$ cat config.mk
export PLATFORM = sky130hd
export DESIGN_NAME = coreport2
export DESIGN_NICKNAME = d
export VERILOG_FILES = /design/src/rtl/coreport2.sv
export SDC_FILE = /design/constraint.sdc
export NUM_CORES = 1
export LEC_CHECK = 0
export ABC_AREA = 1
export CAP_MARGIN = 15
export CORE_ASPECT_RATIO = 1.4
export CORE_UTILIZATION = 34
export CTS_CLUSTER_DIAMETER = 200
export CTS_CLUSTER_SIZE = 25
export DETAILED_ROUTE_END_ITERATION = 10
export MAX_ROUTING_LAYER = met4
export PLACE_DENSITY = 0.5
export SLEW_MARGIN = 20
export SYNTH_ARGS = -nofsm -noshare
export SYNTH_HDL_FRONTEND = slang
export SYNTH_SLANG_ARGS = --single-unit
$ cat constraint.sdc
create_clock -name wb_clk -period 1.7 [get_ports wb_clk]
set_input_delay 0.17 -clock wb_clk [delete_from_list [all_inputs] [get_ports wb_clk]]
set_output_delay 0.17 -clock wb_clk [all_outputs]
set_load 0.05 [all_outputs]
$ cat src/rtl/coreport2.sv
// rtl/coreport2.sv - second-generation Wishbone GPIO port with debounce and interrupts
//
// Ports:
//   wb_clk, wb_rst_n          clock, asynchronous active-low reset
//   wb_adr_i/dat_i/we_i/cyc_i/stb_i   Wishbone slave request (only adr[7:0] decoded)
//   wb_dat_o, wb_ack_o        registered read data and single-cycle ack
//   wb_err_o, wb_rty_o        always 0
//   gpio_i                    asynchronous pad inputs
//   gpio_o, gpio_oe           output latch and output enable (DDR)
//   irq                       level-high interrupt, |(IFR & IMR)
module coreport2 #(
    parameter int               WIDTH         = 8,
    parameter logic [WIDTH-1:0] INITIAL_DDR   = '0,
    parameter logic [WIDTH-1:0] INITIAL_DATAR = '0,
    parameter int               SYNC_STAGES   = 2,
    parameter int               DB_WIDTH      = 16
) (
    input  logic             wb_clk,
    input  logic             wb_rst_n,
    input  logic [31:0]      wb_adr_i,
    input  logic [WIDTH-1:0] wb_dat_i,
    input  logic             wb_we_i,
    input  logic             wb_cyc_i,
    input  logic             wb_stb_i,
    output logic [WIDTH-1:0] wb_dat_o,
    output logic             wb_ack_o,
    output logic             wb_err_o,
    output logic             wb_rty_o,
    input  logic [WIDTH-1:0] gpio_i,
    output logic [WIDTH-1:0] gpio_o,
    output logic [WIDTH-1:0] gpio_oe,
    output logic             irq
);

    localparam logic [7:0] ADR_DATAR = 8'h00;
    localparam logic [7:0] ADR_DDR   = 8'h04;
    localparam logic [7:0] ADR_IMR   = 8'h08;
    localparam logic [7:0] ADR_IFR   = 8'h0C;
    localparam logic [7:0] ADR_IER   = 8'h10;
    localparam logic [7:0] ADR_DIR   = 8'h14;
    localparam logic [7:0] ADR_IPR   = 8'h18;
    localparam logic [7:0] ADR_SET   = 8'h1C;
    localparam logic [7:0] ADR_CLR   = 8'h20;
    localparam logic [7:0] ADR_TGL   = 8'h24;
    localparam logic [7:0] ADR_OUTR  = 8'h28;
    localparam logic [7:0] ADR_DBR   = 8'h2C;

    // Register state
    logic [WIDTH-1:0]    latch_q, latch_d;
    logic [WIDTH-1:0]    ddr_q;
    logic [WIDTH-1:0]    imr_q;
    logic [WIDTH-1:0]    ifr_q, ifr_d;
    logic [WIDTH-1:0]    ier_q;
    logic [WIDTH-1:0]    dir_q;
    logic [WIDTH-1:0]    ipr_q;
    logic [DB_WIDTH-1:0] dbr_q;
    logic [DB_WIDTH-1:0] presc_q;

    // Input path state
    logic [WIDTH-1:0]    sync_q [SYNC_STAGES];
    logic [WIDTH-1:0]    hist0_q;   // most recent tick sample
    logic [WIDTH-1:0]    hist1_q;   // sample one tick older
    logic [WIDTH-1:0]    deb_q;
    logic [WIDTH-1:0]    p_prev_q;

    // Bus state
    logic                ack_q;
    logic [WIDTH-1:0]    dat_q;

    // Combinational helpers
    logic [7:0]          adr;
    logic                req, wr, rd;
    logic [WIDTH-1:0]    sync_in;
    logic                db_bypass;
    logic                tick;
    logic [WIDTH-1:0]    agree;
    logic [WIDTH-1:0]    debounced_in;
    logic [WIDTH-1:0]    p;
    logic [WIDTH-1:0]    eligible;
    logic [WIDTH-1:0]    set_irq;
    logic [WIDTH-1:0]    clr_irq;
    logic [WIDTH-1:0]    rdata;
    logic [DB_WIDTH-1:0] dbr_wdata;
    logic [WIDTH-1:0]    dbr_rdata;
    logic                unused_adr;

    assign adr        = wb_adr_i[7:0];
    assign unused_adr = ^wb_adr_i[31:8];

    // Ack low gates the request so a held strobe is serviced every other cycle.
    assign req = wb_cyc_i & wb_stb_i & ~ack_q;
    assign wr  = req & wb_we_i;
    assign rd  = req & ~wb_we_i;

    assign dbr_wdata = DB_WIDTH'(wb_dat_i);
    assign dbr_rdata = WIDTH'(dbr_q);

    assign sync_in   = sync_q[SYNC_STAGES-1];
    assign db_bypass = (dbr_q == '0);
    assign tick      = ~db_bypass & (presc_q == dbr_q);

    // The new sample plus the two held samples form the 3-sample window.
    assign agree        = ~(sync_in ^ hist0_q) & ~(sync_in ^ hist1_q);
    assign debounced_in = db_bypass ? sync_in : deb_q;

    // Per-pin interrupt qualification. Edge mode additionally requires the
    // polarity-adjusted input to have been low on the previous cycle.
    assign p        = debounced_in ^ ipr_q;
    assign eligible = imr_q & ~ddr_q;
    assign set_irq  = eligible & p & ~(ier_q & p_prev_q);
    assign clr_irq  = (wr && adr == ADR_IFR) ? wb_dat_i : '0;
    assign ifr_d    = set_irq | (ifr_q & ~clr_irq);

    always_comb begin
        latch_d = latch_q;
        if (wr) begin
            case (adr)
                ADR_DATAR: latch_d = wb_dat_i ^ dir_q;
                ADR_SET:   latch_d = latch_q | wb_dat_i;
                ADR_CLR:   latch_d = latch_q & ~wb_dat_i;
                ADR_TGL:   latch_d = latch_q ^ wb_dat_i;
                default:   latch_d = latch_q;
            endcase
        end
    end

    always_comb begin
        rdata = '0;
        case (adr)
            ADR_DATAR: rdata = debounced_in ^ dir_q;
            ADR_DDR:   rdata = ddr_q;
            ADR_IMR:   rdata = imr_q;
            ADR_IFR:   rdata = ifr_q;
            ADR_IER:   rdata = ier_q;
            ADR_DIR:   rdata = dir_q;
            ADR_IPR:   rdata = ipr_q;
            ADR_OUTR:  rdata = latch_q;
            ADR_DBR:   rdata = dbr_rdata;
            default:   rdata = '0;
        endcase
    end

    always_ff @(posedge wb_clk or negedge wb_rst_n) begin
        if (!wb_rst_n) begin
            latch_q  <= INITIAL_DATAR;
            ddr_q    <= INITIAL_DDR;
            imr_q    <= '0;
            ifr_q    <= '0;
            ier_q    <= '0;
            dir_q    <= '0;
            ipr_q    <= '0;
            dbr_q    <= '0;
            presc_q  <= '0;
            for (int s = 0; s < SYNC_STAGES; s++) begin
                sync_q[s] <= '0;
            end
            hist0_q  <= '0;
            hist1_q  <= '0;
            deb_q    <= '0;
            p_prev_q <= '0;
            ack_q    <= 1'b0;
            dat_q    <= '0;
        end else begin
            // Bus handshake and read data capture
            ack_q <= req;
            if (rd) begin
                dat_q <= rdata;
            end

            // Register writes
            latch_q <= latch_d;
            ifr_q   <= ifr_d;
            if (wr) begin
                case (adr)
                    ADR_DDR: ddr_q <= wb_dat_i;
                    ADR_IMR: imr_q <= wb_dat_i;
                    ADR_IER: ier_q <= wb_dat_i;
                    ADR_DIR: dir_q <= wb_dat_i;
                    ADR_IPR: ipr_q <= wb_dat_i;
                    ADR_DBR: dbr_q <= dbr_wdata;
                    default: ;
                endcase
            end

            // Input synchroniser
            sync_q[0] <= gpio_i;
            for (int s = 1; s < SYNC_STAGES; s++) begin
                sync_q[s] <= sync_q[s-1];
            end

            // Shared prescaler; a DBR write restarts the period.
            if ((wr && adr == ADR_DBR) || db_bypass || tick) begin
                presc_q <= '0;
            end else begin
                presc_q <= presc_q + 1'b1;
            end

            // In bypass the history tracks the input so that enabling the
            // debouncer later starts from a consistent state.
            if (db_bypass) begin
                hist0_q <= sync_in;
                hist1_q <= sync_in;
                deb_q   <= sync_in;
            end else if (tick) begin
                hist0_q <= sync_in;
                hist1_q <= hist0_q;
                deb_q   <= (deb_q & ~agree) | (sync_in & agree);
            end

            p_prev_q <= p;
        end
    end

    assign wb_dat_o = dat_q;
    assign wb_ack_o = ack_q;
    assign wb_err_o = 1'b0;
    assign wb_rty_o = 1'b0;
    assign gpio_o   = latch_q;
    assign gpio_oe  = ddr_q;
    assign irq      = |(ifr_q & imr_q);

endmodule

**Word level (Yosys, flattened, before mapping)**

Index checks and enable logic that the tools add are counted.

- Mux-type cells: 11
- $add $sub $neg: 1
- Multiply operators: 0
- Bitwise operators: 34
- Reduce and logical (&&, ||, !) cells: 16
- Div/mod/pow operators: 0
- Shift-type cells: 0
- Eq/ne operators: 12
- Order comparisons: 0

Operators with widths:

| kind | count |
|---|---|
| $and A8 B8 Y8 | 10 |
| $pmux W8 S9 | 1 |
| $mux W8 | 8 |
| $not A8 Y8 | 7 |
| $xor A8 B8 Y8 | 6 |
| $eq A8 B5 Y1 const B | 4 |
| $eq A8 B6 Y1 const B | 4 |
| $pmux W8 S4 | 1 |
| $or A8 B8 Y8 | 3 |
| $add A16 B1 Y16 const B | 1 |
| $eq A16 B8 Y1 | 1 |
| $eq A8 B4 Y1 const B | 2 |
| $logic_not A16 Y1 | 1 |
| $mux W16 | 1 |
| $reduce_and A2 Y1 | 7 |
| $eq A8 B3 Y1 const B | 1 |
| $logic_not A8 Y1 | 1 |
| $reduce_or A8 Y1 | 1 |
| $and A1 B1 Y1 | 5 |
| $reduce_bool A4 Y1 | 1 |
| $not A1 Y1 | 3 |
| $logic_and A1 B1 Y1 | 2 |
| $logic_or A1 B1 Y1 | 2 |
| $reduce_bool A2 Y1 | 1 |

- Latch bits: 0
- ROM bits: 0
- Flip-flop bits (word level): 137
- Memory bits (writable): 0
- Memories: 0

**Logic depth before layout (Yosys ltp)**

Gate-level depths: netlist of run 1.

- Depth after elaboration: 8
- Depth in mapped cells: 12

**Worst setup path before layout of run 1**

Ideal clock, no wire load.

- Path type: register -> register
- Start point: register ack_q (netlist: wb_ack_o)
- End point: register ipr_q[0]
- Buffers on the path: 2
- Arrival time: 1550 ps
- Slack: 24 ps
- Cell stages (with the launch flop): 9
- Cells stage by stage: dfrtp_1 > nor2_1 > nand2_1 > nor2_4 > buf_6 > nand3_4 > buf_2 > nand2_1 > o21ai_1

- Longest elaborated chain between the ends: 4

RTL lines:

| item | line | source |
|---|---|---|
| from (decl) | 67 | `logic ack_q;` |
| from (signal assigned) | 165 | `ack_q <= req;` |
| $not A1 Y1 | 91 | `assign req = wb_cyc_i & wb_stb_i & ~ack_q;` |
| $and A1 B1 Y1 | 91 |  |
| $and A1 B1 Y1 | 92 | `assign wr = req & wb_we_i;` |
| $reduce_and A2 Y1 (no line) | n/a |  |
| to (signal assigned) | 179 | `ADR_IPR: ipr_q <= wb_dat_i;` |
| to (decl) | 55 | `logic [WIDTH-1:0] ipr_q;` |

No other way between the ends.
A chain may end at the register's enable or synchronous reset.

**Worst setup path in the final report of run 1**

- Start point: register imr_q[1]
- End point: output port irq

- Longest elaborated chain between the ends: 2

RTL lines:

| item | line | source |
|---|---|---|
| from (decl) | 51 | `logic [WIDTH-1:0] imr_q;` |
| from (signal assigned) | 176 | `ADR_IMR: imr_q <= wb_dat_i;` |
| $and A8 B8 Y8 | 220 | `assign irq = \|(ifr_q & imr_q);` |
| $reduce_or A8 Y1 | 220 |  |
| to (decl) | 32 | `output logic irq` |

No other way between the ends.

==> results.md, run 1 <==
* Die extent in x at 126 µm
* Largest net degree at the start of global routing at 39
* I/O pin count at 81
* Diodes inserted at 0
* CTS tree: done
* Dpl cell area at roughly 8600 µm²
* Die area at 22,000 µm²
* Cell Pwr Density at 874 nW/µm²
* Crit path from: imr_q[1]
* Failing checks: design-rule violations
* CP Class: flop to primary output
* HP Class: primary input to flop
* Final Non-Filler Cells at between 1,000 and 1,500
* Worst endpoint data arrival time at between 1000 and 1500 ps
* Vias in the first global route at approximately 6,300
* Initial DRC count at around 320
* Area of the multi-input gates at about 3400 µm²
* Clk_skew at just over 7 ps
* Wire length per cell at roughly 16 µm
* CP required at about 1500 ps
* R2r startpoint: dbr_q[5]
* Num rows at between 60 and 70
* Sequential fraction of the synthesis area at 0.472
* Hold path depth at 1
* Worst-Skew Late Latency at 420 ps
* Commonest non-fill, non-tap cells in the layout: nand2_1, nand3_1, dfrtp_1
* YS warnings at 0
* Cell count after synthesis at a little over 900
* R2R setup slack at approximately 60 ps
* Fin area at about 9400 µm²
* Fin worst setup slack at 48.8 ps
* Hold Crit Endpoint: sync_q[13]
* Initial antenna violation count at 0
* Drt pass-1 iters at 8
* Post-Route WL at ~21,000 µm
* Cell count of the worst reg-to-reg path at 9
* Total gr overflow at 0
* Max-Cap Viols at 0
* Routed vias at about 6,500
* Share of layout cells above drive strength 1 at 0.186
* Cell variety after synth at 40
* H-tree Lvls at 4
* Tot Pwr at about 0.0083 W
* Util after Layout at 0.456
* Largest family of logic cells by synthesized area: simple AND/OR/NAND/NOR gates
* CP Max Fanout at 2
* Leak at approximately 4.6 nW
* Fin. Hold Viols at 0
* CP Launch Type: flop
* Final Net Count at roughly 1,100
* Internal cell power at 0.00610 W
* RSZ-0062 raised after global routing: yes
* Sw Ratio at 0.261
* Chip Height at ~170 µm
* Setup crit end kind: primary output
* Power share of the clock group at 0.469
* GR Util All Layers at 0.204
* Largest register FFs at 16
* Max Root-Sink Buffers at 2
* Biggest register: presc_q
* DR DRC count at 6
* Maximum clock rate at 0.606 GHz
* Synth Area in Compound Gates at 0.0928
* FF-to-FF End: presc_q[14]
* Post-DP HPWL at about 15,000 µm
* Dpl ws at -133 ps
* Cell total after placement at between 1,000 and 1,500
* Mapped cell area at 7270 µm²
* Yosys top cell area share at 0.472
* # port buffers at 54
* Clock Sinks at approximately 140
* First-pass GRT wire length at approximately 34,000 µm
* Flop pwr share at 0.423
* XOR/XNOR Fraction of Synth Area at 0.0236
* Comb pwr share at 0.108
* Adder-cell share of the synthesized area at 0.00172
* Total CTS buffers at 17
* Initial Util at 0.351
* Syn_area_per_cell at around 7.8 µm²
* NetSw at between 0.002 and 0.0025 W
* Cell taking the most area after synthesis: dfrtp_1
* Fin crit share at 0.971
* Core box area at about 21,000 µm²
* Outcome: complete, but fails checks
* Peak supply drop at about 690 µV
* Clock slew at reported path FFs at around 60 ps
* Max-slew violations at 0
* Commonest non-fill, non-tap cell in the layout: nand2_1
* Detail Route Antenna Nets at 0
* DR vias/cell at about 4.9
* Setup Viol. Count Final at 0
* Top cells by area, synth: dfrtp_1, nand2_1, nand3_1
* Area grow syn2layout at 30.0%
* Root Driver: clkbuf_16
* Worst Hold Launch: gpio_i[5]
* Register area at 3430 µm²
* Final min period at about 1700 ps
* Placer congestion estimate at around 0.8
* Post-synthesis mux area share at 0
* FILL cells at approximately 2,100
* Simple-gate share of the synthesized area at 0.334
* Flops & latches, synth at ~140
cells by family (layout without fill, tap and decap cells):
logic type	after synthesis	in the layout
other cells	1	2
xor+xnor	17	17
buf+inv	128	261
fa+ha+maj	1	1
simple gates	521	524
compound gates	128	128
flops	137	137
per-layer routing:
layer  global-route usage  part of all wire
met1                0.237              0.42
met2                0.357              0.53
met3               0.0297             0.026
met4               0.0716             0.023
met5                    -                 0
worst max-delay path: stages (launching register included):
cell and delay [ps]:
dfrtp_1 380, a22o_1 260, a221oi_2 170, nand2_1 90, buf_6 160
cells in the mapped netlist:
cell type	n
nand2_4	4
nor3_1	5
or2_1	1
or2_2	5
buf_4	10
nand4_2	1
xnor2_1	9
clkbuf_2	1
buf_1	1
xor2_1	5
buf_6	3
nand2_1	264
nand3_2	7
o211ai_1	5
nand3_1	144
and2_1	1
nor2_4	5
nor2_1	57
buf_2	9
o21bai_1	4
clkbuf_1	5
inv_2	7
a21oi_1	26
xor2_2	3
o21ai_0	72
nor3_2	1
inv_1	92
o21ai_1	18
a221oi_1	2
ha_1	1
a22o_1	1
nor2_2	4
nor4_1	1
nand3b_1	5
nor2_8	4
dfrtp_1	137
nand2_2	8
nand3_4	1
nand4_1	3
conb_1	1
per-stage QoR:
step                      TNS [ps]  hold WS (ps)
after floorplan                  0          -126
after detailed placement     -2870           110
after global placement       -2180           109
after global routing          -217           171
final                            0           180
after CTS                    -35.5           163
power groups by stage:
stage	registers [W]	logic, W	clock network (W)
global placement	0.00354	0.000866	0
CTS	0.00349	0.000884	0.00396
detailed placement	0.00355	0.000872	0
finish	0.00349	0.000893	0.00387
global route	0.00350	0.000983	0.00412
floorplan	0.00359	0.000395	0
layout make-up:
| type | count | share of cell area |
|---|---|---|
| Timing Repair Buffer | 130 | 0.137 |
| Clock inverter | 13 | 0.0181 |
| Clock buffer | 19 | 0.0469 |
| Multi-Input combinational cell | 672 | 0.362 |
| Tap cell | 256 | 0.0339 |
| Sequential cell | 137 | 0.363 |
| Inverter | 99 | 0.0393 |
worst max path at each step:
| stage | endpoint | slack (ps) |
|---|---|---|
| after global routing | irq | -30 |
| after CTS | irq | -40 |
| after detailed placement | wb_dat_o[5] | -130 |
| final | irq | 50 |
| after floorplan | ipr_q[0] | 20 |
| after global placement | wb_dat_o[6] | -100 |
timing repair:
item                                    4_1_cts  5_1_grt
hold buffers                                  1        0
buffers inserted                              1        4
gates cloned                                  1        3
endpoints found under the setup margin       10       33
hold endpoints to repair                     39        0
pin swaps                                     1        2
resized for setup                             8       27
No activity file was read; power rests on OpenSTA's default activity.
==> inputs of run 2 (changes only) <==
--- a/config.mk
+++ b/config.mk
@@ -13,7 +13,7 @@
 export CTS_CLUSTER_SIZE = 25
 export DETAILED_ROUTE_END_ITERATION = 10
 export MAX_ROUTING_LAYER = met4
-export PLACE_DENSITY = 0.5
+export PLACE_DENSITY = 0.64
 export SLEW_MARGIN = 20
 export SYNTH_ARGS = -nofsm -noshare
 export SYNTH_HDL_FRONTEND = slang
==> run 2 against run 1 <==
Effect of this change: the run ends with design-rule violations, negative setup slack left; largest cell class unchanged; critical endpoint unchanged; combinational power increased by 3.4%; clock power increased by 8.8%; clock-buffer cell count increased by 3; non-clock buffer count decreased by 5.
==> results.md, run 2 (synthesized netlist as in run 1, its figures left out) <==
* Routed vias at 6,447 (-0.23%)
* Tot Pwr at 0.00862 W (+4.5%)
* HP Class: primary input to flop
* I/O pin count at 81 (unchanged)
* Buf+Inv Stages, Crit Path at 1 (unchanged)
* Leak at 4.62 nW (-0.33%)
* Die extent in x at 126 µm (unchanged)
* Max-slew violations at 0 (unchanged)
* FILL cells at 2,017 (-3.1%)
* Total gr overflow at 0 (unchanged)
* Largest net degree at the start of global routing at 52 (+33%)
* GR Util All Layers at 0.185 (-0.0185)
* Capture point of the worst path: irq
* Fin worst setup slack at -38.5 ps (-87.3 ps)
* Core box area at 20,700 µm² (unchanged)
* Area of the multi-input gates at 3410 µm² (-0.11%)
* Clock Sinks at 137 (unchanged)
* First-pass GRT wire length at 31,000 µm (-8.2%)
* Setup Viol. Count Final at 1 (+1)
* Clk_skew at 7.04 ps (-0.0509 ps)
* Post-Route WL at 18,800 µm (-9.5%)
* Maximum clock rate at 0.575 GHz (-5.0%)
* Biggest register: presc_q
* CP Max Fanout at 2 (unchanged)
* Fin area at 9440 µm² (-0.11%)
* Outcome: complete, but fails checks
* CTS tree: done
* Area grow syn2layout at 29.9%
* Cells along the critical path: a22o_1 -> a221oi_2 -> nand2_1 -> buf_6
* # port buffers at 54 (unchanged)
* Slowest Stage Delay on Critical Path at 390 ps (about the same)
* Commonest non-fill, non-tap cells in the layout: nand2_1, nand3_1, dfrtp_1
* Die area at 22,000 µm² (unchanged)
* Register area at 3430 µm² (about the same)
* Wire length per cell at 14.2 µm (-9.0%)
* Cell count of the worst reg-to-reg path at 8 (-1)
* Largest register FFs at 16 (unchanged)
* RSZ-0062 raised after global routing: yes
* Clock slew at reported path FFs at 60 ps (about the same)
* Diodes inserted at 0 (unchanged)
* Commonest non-fill, non-tap cell in the layout: nand2_1
* Detail Route Antenna Nets at 0 (unchanged)
* R2R setup slack at 30 ps (-30 ps)
* Initial Util at 0.351 (unchanged)
* Stages on worst setup path at 4 (unchanged)
* CP Launch Type: flop
* Placer congestion estimate at 0.835 (+1.2%)
* Crit path from: imr_q[1]
* R2r startpoint: dbr_q[7]
* Initial DRC count at 467 (+45%)
* H-tree Lvls at 4 (unchanged)
* Root Driver: clkbuf_16
* Fin. Hold Viols at 0 (unchanged)
* Final Net Count at 1,104 (-0.63%)
* Cell Pwr Density at 914 nW/µm² (+4.6%)
* Worst endpoint data arrival time at 1570 ps (+90 ps)
* Chip Height at 175 µm (unchanged)
* Setup crit end kind: primary output
* CP required at 1530 ps (about the same)
* DR DRC count at 5 (-1)
* Post-DP HPWL at 13,500 µm (-9.6%)
* Failing checks: design-rule violations, negative setup slack
* Drt pass-1 iters at 8 (unchanged)
* Max Root-Sink Buffers at 2 (unchanged)
* Worst-Skew Late Latency at 430 ps (about the same)
* DR vias/cell at 4.89 (+0.30%)
* Num rows at 62 (unchanged)
* Slowest-stage cell, CP: dfrtp_1
* Dpl cell area at 8570 µm² (-0.67%)
* Fin crit share at 1.02 (+0.0514)
* Initial antenna violation count at 0 (unchanged)
* Dpl ws at -103 ps (+30.1 ps)
* FF-to-FF End: ifr_q[2]
* Share of layout cells above drive strength 1 at 0.188 (+0.00217)
* Max-Cap Viols at 0 (unchanged)
* Final min period at 1740 ps (+87.3 ps)
* Vias in the first global route at 6,233 (-0.75%)
* CP Class: flop to primary output
* Total CTS buffers at 17 (unchanged)
* Worst Hold Launch: gpio_i[3]
* CP top delay family: compound AO/OA/AOI/OAI gates
* Peak supply drop at 708 µV (+3.4%)
## run 2: power breakdown
part | switching, W | total, W | internal [W]
clock network | 0.00144 | 0.00421 | 0.00276
logic | 0.000562 | 0.000923 | 0.000361
registers | 0.0000997 | 0.00349 | 0.00339
total | 0.00211 | 0.00862 | 0.00652
## run 2: what timing repair did
action	4_1_cts	5_1_grt
endpoints found under the setup margin	20	48
hold buffers	1	0
buffers inserted	4	3
gates resized for setup	21	38
cloned	0	1
pin swaps	5	21
endpoints found under the hold margin	47	0
## run 2: layer usage
layer | GRT usage | wire length [µm] | vias up | part of all wire
met2 | 0.324 | 9800 | 136 | 0.52
met4 | 0.0833 | 629 | 0 | 0.034
met1 | 0.205 | 7710 | 3026 | 0.41
met5 | - | 0 | - | 0
met3 | 0.0318 | 642 | 38 | 0.034
li1 | - | - | 3247 | -
## run 2: worst reg2reg max path, cell delays in order (launching register included)
cell	delay, ps
dfrtp_1	380
nor2_1	220
nand2_4	170
nor2_4	250
nand2_2	130
nand2_2	100
xnor2_1	110
buf_4	140
o21ai_1	50
## run 2: worst min-delay path by stage
| stage | to | slack [ps] | cells past startpoint |
|---|---|---|---|
| after global routing | sync_q[9] | 170 | 1 |
| after global placement | sync_q[13] | 160 | 1 |
| after CTS | sync_q[11] | 170 | 1 |
| after detailed placement | sync_q[13] | 160 | 1 |
| final | sync_q[11] | 180 | 1 |
| after floorplan | asynchronous set/reset pin | -130 | 0 |
## run 2: cell type report
class | count | share of cell area
clock inverters | 10 | 0.0199
inverters | 99 | 0.0399
flip-flops and latches | 137 | 0.363
repair buffers | 125 | 0.130
multi-input cells | 670 | 0.362
clock buffers | 22 | 0.0513
well taps | 256 | 0.0339
## run 2: metrics by stage
stage,cells,hold WS [ps],setup TNS [ps],util
2_1_floorplan,934,-126,0,-
3_3_place_gp,1278,156,-1710,0.414
3_5_place_dp,1278,164,-2210,0.414
4_1_cts,1315,172,-79.3,0.449
5_1_grt,1319,171,-1130,0.456
6_report,1319,182,-38.5,0.456
